## src/rtl/tp_probe_pkg.sv

```systemverilog
// Shared types and constants for the test-point probe router.
package tp_probe_pkg;

  localparam int TRIG_CNT_W = 16;

  typedef enum logic [1:0] {
    IDLE  = 2'd0,
    ARMED = 2'd1,
    FIRED = 2'd2,
    HOLD  = 2'd3
  } trig_state_t;

endpackage

```

## src/rtl/tp_pulse_stretch.sv

```systemverilog
// Per-bit pulse stretcher: a rising edge on a masked bit keeps the output
// high for STRETCH cycles; unmasked bits pass straight through. Output is registered.
module tp_pulse_stretch import tp_probe_pkg::*; #(
  parameter int WIDTH   = 16,
  parameter int STRETCH = 8
) (
  input  logic             CLK,
  input  logic             RST,
  input  logic             CLR,
  input  logic [WIDTH-1:0] MASK,
  input  logic [WIDTH-1:0] D,
  output logic [WIDTH-1:0] Q
);

  localparam int CNT_W = (STRETCH < 2) ? 1 : $clog2(STRETCH);
  localparam logic [CNT_W-1:0] CNT_LOAD = CNT_W'(STRETCH - 1);

  logic [WIDTH-1:0] d_prev;
  logic [CNT_W-1:0] cnt [WIDTH];
  logic [WIDTH-1:0] stretched;

  // Combine the live bit with its remaining stretch time.
  always_comb begin
    stretched = '0;
    for (int i = 0; i < WIDTH; i++) begin
      stretched[i] = D[i] | (MASK[i] & (cnt[i] != '0));
    end
  end

  // Edge detect, per-bit countdown and output register.
  always_ff @(posedge CLK) begin
    if (RST) begin
      d_prev <= '0;
      Q      <= '0;
      for (int i = 0; i < WIDTH; i++) cnt[i] <= '0;
    end else begin
      d_prev <= D;
      Q      <= stretched;
      for (int i = 0; i < WIDTH; i++) begin
        // A clear or an unmasked bit drops any stretch in progress.
        if (CLR || !MASK[i]) begin
          cnt[i] <= '0;
        end else if (D[i] && !d_prev[i]) begin
          cnt[i] <= CNT_LOAD;
        end else if (cnt[i] != '0) begin
          cnt[i] <= cnt[i] - 1'b1;
        end
      end
    end
  end

endmodule

```

## src/rtl/tp_probe_router.sv

```systemverilog
// Test-point router: selects one of NGRP probe groups onto WIDTH pins with
// blanking on selection change, per-bit pulse stretching and an armable
// pattern trigger producing a scope-sync pulse.
module tp_probe_router import tp_probe_pkg::*; #(
  parameter int NGRP     = 4,
  parameter int WIDTH    = 16,
  parameter int SEL_INIT = 0,
  parameter int STRETCH  = 8,
  parameter int BLANK    = 4,
  parameter int HOLDOFF  = 64,
  parameter logic [WIDTH-1:0] DIR_MASK = '0
) (
  input  logic                    CLK,
  input  logic                    RST,
  input  logic [NGRP*WIDTH-1:0]   PROBES,
  input  logic                    SEL_WE,
  input  logic [$clog2(NGRP)-1:0] SEL_DATA,
  input  logic [WIDTH-1:0]        STRETCH_MASK,
  input  logic [WIDTH-1:0]        TRIG_MASK,
  input  logic                    TRIG_ARM,
  input  logic                    TRIG_DISARM,
  input  logic                    TRIG_CONT,
  output logic [WIDTH-1:0]        TP_OUT,
  output logic [WIDTH-1:0]        TP_DIR,
  output logic [$clog2(NGRP)-1:0] CUR_SEL,
  output logic                    SEL_ERR,
  output logic                    TRIG_OUT,
  output logic                    TRIG_ARMED,
  output logic [TRIG_CNT_W-1:0]   TRIG_CNT
);

  localparam int SEL_W   = $clog2(NGRP);
  localparam int BLANK_W = (BLANK < 1) ? 1 : $clog2(BLANK + 1);
  localparam int HOLD_W  = (HOLDOFF < 2) ? 1 : $clog2(HOLDOFF);

  function automatic logic [TRIG_CNT_W-1:0] sat_inc(input logic [TRIG_CNT_W-1:0] v);
    if (v == '1) return v;
    return v + 1'b1;
  endfunction

  logic [NGRP*WIDTH-1:0] probes_p0;
  logic [WIDTH-1:0]      sel_p1;
  logic [WIDTH-1:0]      grp_mux;
  logic [SEL_W-1:0]      cur_sel_q;
  logic [BLANK_W-1:0]    blank_cnt_q;
  logic                  sel_err_q;
  logic                  sel_in_range;
  logic                  sel_chg;
  logic                  blanking;
  logic                  match;
  trig_state_t           state_q, state_d;
  logic [HOLD_W-1:0]     hold_cnt_q, hold_cnt_d;
  logic [TRIG_CNT_W-1:0] trig_cnt_q;

  assign sel_in_range = 32'(SEL_DATA) < NGRP;
  assign sel_chg      = SEL_WE && sel_in_range && (SEL_DATA != cur_sel_q);
  assign blanking     = blank_cnt_q != '0;

  // Selection register, blanking countdown and invalid-write flag.
  always_ff @(posedge CLK) begin
    if (RST) begin
      cur_sel_q   <= SEL_W'(SEL_INIT);
      blank_cnt_q <= '0;
      sel_err_q   <= 1'b0;
    end else begin
      sel_err_q <= SEL_WE && !sel_in_range;
      if (sel_chg) begin
        cur_sel_q   <= SEL_DATA;
        blank_cnt_q <= BLANK_W'(BLANK);
      end else if (blanking) begin
        blank_cnt_q <= blank_cnt_q - 1'b1;
      end
    end
  end

  // Pick the active group out of the registered probe bus.
  always_comb begin
    grp_mux = '0;
    for (int g = 0; g < NGRP; g++) begin
      if (cur_sel_q == SEL_W'(g)) grp_mux = probes_p0[g*WIDTH +: WIDTH];
    end
  end

  // Probe capture and selected-group register; reset so the pipe starts clean.
  always_ff @(posedge CLK) begin
    if (RST) begin
      probes_p0 <= '0;
      sel_p1    <= '0;
    end else begin
      // stage p0: raw probes
      probes_p0 <= PROBES;
      // stage p1: selected group, forced low while blanking
      sel_p1    <= blanking ? '0 : grp_mux;
    end
  end

  // stage p2: stretcher output register drives the pins
  tp_pulse_stretch #(
    .WIDTH   (WIDTH),
    .STRETCH (STRETCH)
  ) u_stretch (
    .CLK  (CLK),
    .RST  (RST),
    .CLR  (blanking),
    .MASK (STRETCH_MASK),
    .D    (sel_p1),
    .Q    (TP_OUT)
  );

  assign match = (TRIG_MASK != '0) && ((sel_p1 & TRIG_MASK) == TRIG_MASK);

  // Trigger next-state logic; disarm overrides everything else.
  always_comb begin
    state_d    = state_q;
    hold_cnt_d = hold_cnt_q;
    case (state_q)
      IDLE:  if (TRIG_ARM) state_d = ARMED;
      ARMED: if (match) state_d = FIRED;
      FIRED: begin
        state_d    = HOLD;
        hold_cnt_d = HOLD_W'(HOLDOFF - 1);
      end
      HOLD: begin
        if (hold_cnt_q == '0) state_d = TRIG_CONT ? ARMED : IDLE;
        else                  hold_cnt_d = hold_cnt_q - 1'b1;
      end
      default: state_d = IDLE;
    endcase
    if (TRIG_DISARM) begin
      state_d    = IDLE;
      hold_cnt_d = '0;
    end
  end

  // Trigger state, holdoff counter and saturating fire count.
  always_ff @(posedge CLK) begin
    if (RST) begin
      state_q    <= IDLE;
      hold_cnt_q <= '0;
      trig_cnt_q <= '0;
    end else begin
      state_q    <= state_d;
      hold_cnt_q <= hold_cnt_d;
      if (state_q == FIRED) trig_cnt_q <= sat_inc(trig_cnt_q);
    end
  end

  assign TP_DIR     = DIR_MASK;
  assign CUR_SEL    = cur_sel_q;
  assign SEL_ERR    = sel_err_q;
  assign TRIG_OUT   = (state_q == FIRED);
  assign TRIG_ARMED = (state_q == ARMED);
  assign TRIG_CNT   = trig_cnt_q;

endmodule
```

## config.mk

```make
export PLATFORM = sky130hd
export DESIGN_NAME = tp_probe_router
export DESIGN_NICKNAME = d
export VERILOG_FILES = /design/src/rtl/tp_probe_pkg.sv /design/src/rtl/tp_pulse_stretch.sv /design/src/rtl/tp_probe_router.sv
export SDC_FILE = /design/constraint.sdc
export NUM_CORES = 1
export LEC_CHECK = 0
export BUFFER_PORTS_ARGS = -buffer_cell sky130_fd_sc_hd__buf_2
export CORE_MARGIN = 3
export CORE_UTILIZATION = 35
export CTS_BUF_LIST = sky130_fd_sc_hd__clkbuf_4
export DETAILED_ROUTE_END_ITERATION = 10
export GPL_TIMING_DRIVEN = 0
export PLACE_DENSITY = 0.68
export SYNTH_ARGS = -nofsm -noshare
export SYNTH_HDL_FRONTEND = slang
export SYNTH_SLANG_ARGS = --single-unit
```

## constraint.sdc

```tcl
create_clock -name CLK -period 1.8 [get_ports CLK]
set_input_delay 0.36 -clock CLK [delete_from_list [all_inputs] [get_ports CLK]]
set_output_delay 0.36 -clock CLK [all_outputs]
set_load 0.05 [all_outputs]
```

==> parameters.txt <==
Parameter                              Value

Global routing
  Vias in the first global route ... 5,996
  First-pass GRT wire length ... 31,620 µm
  Maximum number of pins on one net before global-route repair ... 19
  Total global routing overflow ... 0
  Antenna violations before repair ... 2
  Global-route total usage across every layer ... 16.49%

Logic synthesis
  Leading post-synthesis cells by cell area ... dfxtp_1 (35%), edfxtp_1 (18%), nor2b_1 (6.8%), ha_1 (6.5%), mux4_2 (4.4%)
  Avg Inst Size Synth ... 10.63 µm²
  Yosys top cell area share ... 34.68%
  Number of library cell types mapped by synthesis ... 43
  Number of warnings reported in the yosys synthesis log ... 0
  Fraction of the yosys area taken by sequential cells ... 52.38%
  Count of flip-flops with a built-in enable after synthesis ... 48
  Fraction of synthesis flops using an asynchronous set or reset pin ... 0%
  Post-synth top area cell ... dfxtp_1
  Leading register cell type out of synthesis ... dfxtp_1
  Register bit count reported by yosys ... 189
  Number of cells produced by synthesis ... 766
  Area of the mapped netlist ... 8140 µm²

Route
  First DRT Iteration DRCs ... 308
  DRT Wirelength ... 20,770 µm
  DRC errors left ... 0
  Vias per Instance ... 4.597
  Avg WL per Cell ... 15.46 µm
  Detailed Routing Iterations Pass 1 ... 5
  Post-detailed-route count of antenna-violating nets ... 0
  Via total after detailed routing ... 6,174

Power and ir drop
  Fraction of power spent switching nets ... 32.89%
  Maximum vdd drop ... 0.4285 mV
  Final total power ... 10.51 mW
  Fraction of power consumed by sequential logic ... 48.9%
  Clock network fraction of design power ... 22.9%
  Leakage Power ... 4.585 nW
  Part of the total power dissipated in combinational logic ... 28.2%
  Psw ... 3.458 mW
  Power density of the placed cells ... 1002 nW/µm²
  Internal Dissipation ... 7.055 mW

Setup path
  Terminus of the critical flop-to-flop path ... hold_cnt_q[1]$_SDFFE_PP0P_
  Worst setup EP type ... flip-flop
  Launch instance of the worst register-to-register path ... hold_cnt_q[1]$_SDFFE_PP0P_
  Critical path arrival ... 2.24 ns
  CP startpoint kind ... flip-flop
  Required time of the critical path ... 2.27 ns
  Flop2flop setup slack ... 0.03 ns
  Maximum net fanout on the critical path ... 4
  Category of the critical setup timing path ... reg2reg
  Origin of the worst setup path ... hold_cnt_q[1]$_SDFFE_PP0P_
  Worst Setup EP ... hold_cnt_q[1]$_SDFFE_PP0P_
  R2r worst-path depth ... 7

Clock network
  Clock Path Buffers ... 2
  CTS clk-pin slew, worst paths ... 0.15 ns
  Library cell used as clock root buffer ... clkbuf_4
  Clock tree from TritonCTS ... built
  Number of buffers added by the clock tree synthesis step ... 17
  Clock latency on the worst-skew pair ... 0.58 ns
  Number of clock sinks ... 189
  Number of levels the H-tree was split into ... 4

Floorplanning
  Chip Width ... 158.5 µm
  Standard-cell rows ... 55
  Count of boundary I/O pins ... 157
  Floorplan die height ... 158.5 µm
  Core Region ... 22,780 µm²
  Die outline area ... 25,120 µm²
  Initial standard-cell utilization of the core ... 35.74%

Timing
  Upper clock frequency limit ... 0.5645 GHz
  RSZ-0062 raised after global routing ... yes
  Min cycle time layout ... 1.772 ns
  Setup Viol. Count Final ... 0
  Post-route clock skew ... 0.02349 ns
  Worst slew slack as a fraction of its limit ... 47.13%
  Worst Max-Slew Pin Slew ... 0.7930 ns
  Final-report hold violation count ... 0
  Final cycle utilization of the critical path ... 98.42%
  Pins Over Slew Limit ... 0

Final layout
  Area growth from synthesis to layout ... 28.94%
  Filler Cell Count ... 2,136
  Cell Count, Final, Fillers Out ... 1,343
  Total Nets Final ... 1,161
  Fraction of final layout cells sized beyond drive strength 1 ... 25.97%

Placed design
  HPWL after detailed placement ... 14,410 µm
  Placed cell count ... 1,234
  Number of I/O port buffers ... 139
  GP Congestion ... 0.8233

Flow run
  Max-cap violations ... 0

Status
  Outcome ... complete, no violations

Hold path
  Worst hold path type ... in2reg
## through the flow
stage                     hold slack, ns  utilization (%)  setup WS [ns]  setup TNS, ns  cell area, µm²
after floorplan                   0.4403                -       0.002227              0            8212
after CTS                       0.004021            45.27       -0.06235        -0.1045           10310
after global routing             0.02019            46.08       -0.05825        -0.1005           10500
after detailed placement          0.4866            40.82        -0.5147         -34.06            9299
final                            0.05558            46.08        0.02846              0           10500
after global placement            0.4730            40.82        -0.4553         -28.81            9299
## logic make-up (layout without fill, tap and decap cells)
kind of cell | count (synthesis) | after routing | share of synthesized area [%]
XOR/XNOR | 18 | 18 | 1.937
adder cells (fa/ha/maj) | 42 | 42 | 6.456
other | 1 | 19 | 0.04607
buffers and inverters | 119 | 365 | 6.532
multiplexers | 23 | 23 | 5.288
AND/OR/NAND/NOR | 280 | 280 | 20.67
AO/OA/AOI/OAI | 94 | 94 | 6.686
flip-flops | 189 | 189 | 52.38
## metal layers
metal / GRT usage, % / up-vias / routed length (µm)
li1: - / 3087 / -
met1: 22.42 / 2862 / 9290
met2: 26.61 / 201 / 9900
met3: 3.370 / 24 / 1210
met4: 5.080 / 0 / 365
met5: 0 / - / 0
## critical path, stage by stage, from the launching register on
cell      delay, ns
dfxtp_2        0.37
inv_2          0.07
ha_4           0.12
or3b_4         0.38
o31a_1         0.33
buf_4          0.15
nor3_1         0.16
a211oi_1       0.08
## cells in the final DEF (no fill, tap or decap), types with 23 or more instances in the layout
| cell | count |
|---|---|
| buf_2 | 138 |
| dfxtp_1 | 130 |
| nor2b_1 | 88 |
| inv_1 | 71 |
| dlygate4sd3_1 | 64 |
| o21ai_0 | 54 |
| and3_1 | 48 |
| edfxtp_1 | 48 |
| nor2_1 | 39 |
| ha_1 | 37 |
| buf_4 | 29 |
| a21oi_1 | 26 |
| nand2b_1 | 23 |
## sequential cells by signal (all words and copies together) (netlist names)
name	flops
probes_p0	64
u_stretch.cnt	48
TRIG_CNT	16
sel_p1	16
u_stretch.Q	16
u_stretch.d_prev	16
hold_cnt_q	6
blank_cnt_q	3
CUR_SEL	2
state_q	2
## how the worst min path moves through the flow
stage	start	to	slack, ns	depth (start not counted)
final	SEL_DATA[0]	CUR_SEL[0]$_SDFFE_PP0P_	0.06	3
after global routing	SEL_DATA[1]	CUR_SEL[1]$_SDFFE_PP0P_	0.02	3
after CTS	SEL_DATA[0]	CUR_SEL[0]$_SDFFE_PP0P_	0.004	3
after detailed placement	blank_cnt_q[1]$_SDFFE_PP0P_	blank_cnt_q[1]$_SDFFE_PP0P_	0.49	2
after global placement	blank_cnt_q[1]$_SDFFE_PP0P_	blank_cnt_q[1]$_SDFFE_PP0P_	0.47	2
after floorplan	sel_p1[14]$_SDFF_PP0_	u_stretch.d_prev[14]$_SDFF_PP0_	0.44	2
## final cells by class
class,instances,area [µm²],share of cell area [%]
antenna,2,5.005,0.04768
timing repair buffer,215,1466,13.97
buffer,43,287.8,2.742
clock inverter,14,157.7,1.502
clock buffer,18,135.1,1.287
tap,313,391.6,3.731
sequential,189,4285,40.83
inverter,75,284.0,2.706
multi-input combinational,474,3483,33.19
## cells in the mapped netlist (17+ instances only)
library cell	n
dfxtp_1	141
nor2b_1	89
inv_1	75
o21ai_0	54
and3_1	48
edfxtp_1	48
ha_1	42
nor2_1	39
a21oi_1	26
nand2b_1	23
nand4_1	22
buf_4	18
clkbuf_1	17
## power by group through the flow
| stage | Clock (mW) | Sequential (mW) | Combinational [mW] |
|---|---|---|---|
| final | 2.41 | 5.14 | 2.97 |
| after global routing | 2.64 | 5.20 | 3.40 |
| after CTS | 2.48 | 5.14 | 2.87 |
| after detailed placement | 0 | 5.24 | 2.69 |
| after global placement | 0 | 5.22 | 2.65 |
| after floorplan | 0 | 5.44 | 1.74 |
## what timing repair did
| item | CTS | global route |
|---|---|---|
| resized for setup | 24 | 32 |
| cloned | 0 | 2 |
| hold buffers | 64 | 0 |
| buffers inserted | 1 | 9 |
| pin swaps | 2 | 7 |
| setup endpoints to repair | 109 | 106 |
| hold endpoints to repair | 64 | 0 |
Power figures use the tool's default switching activity.
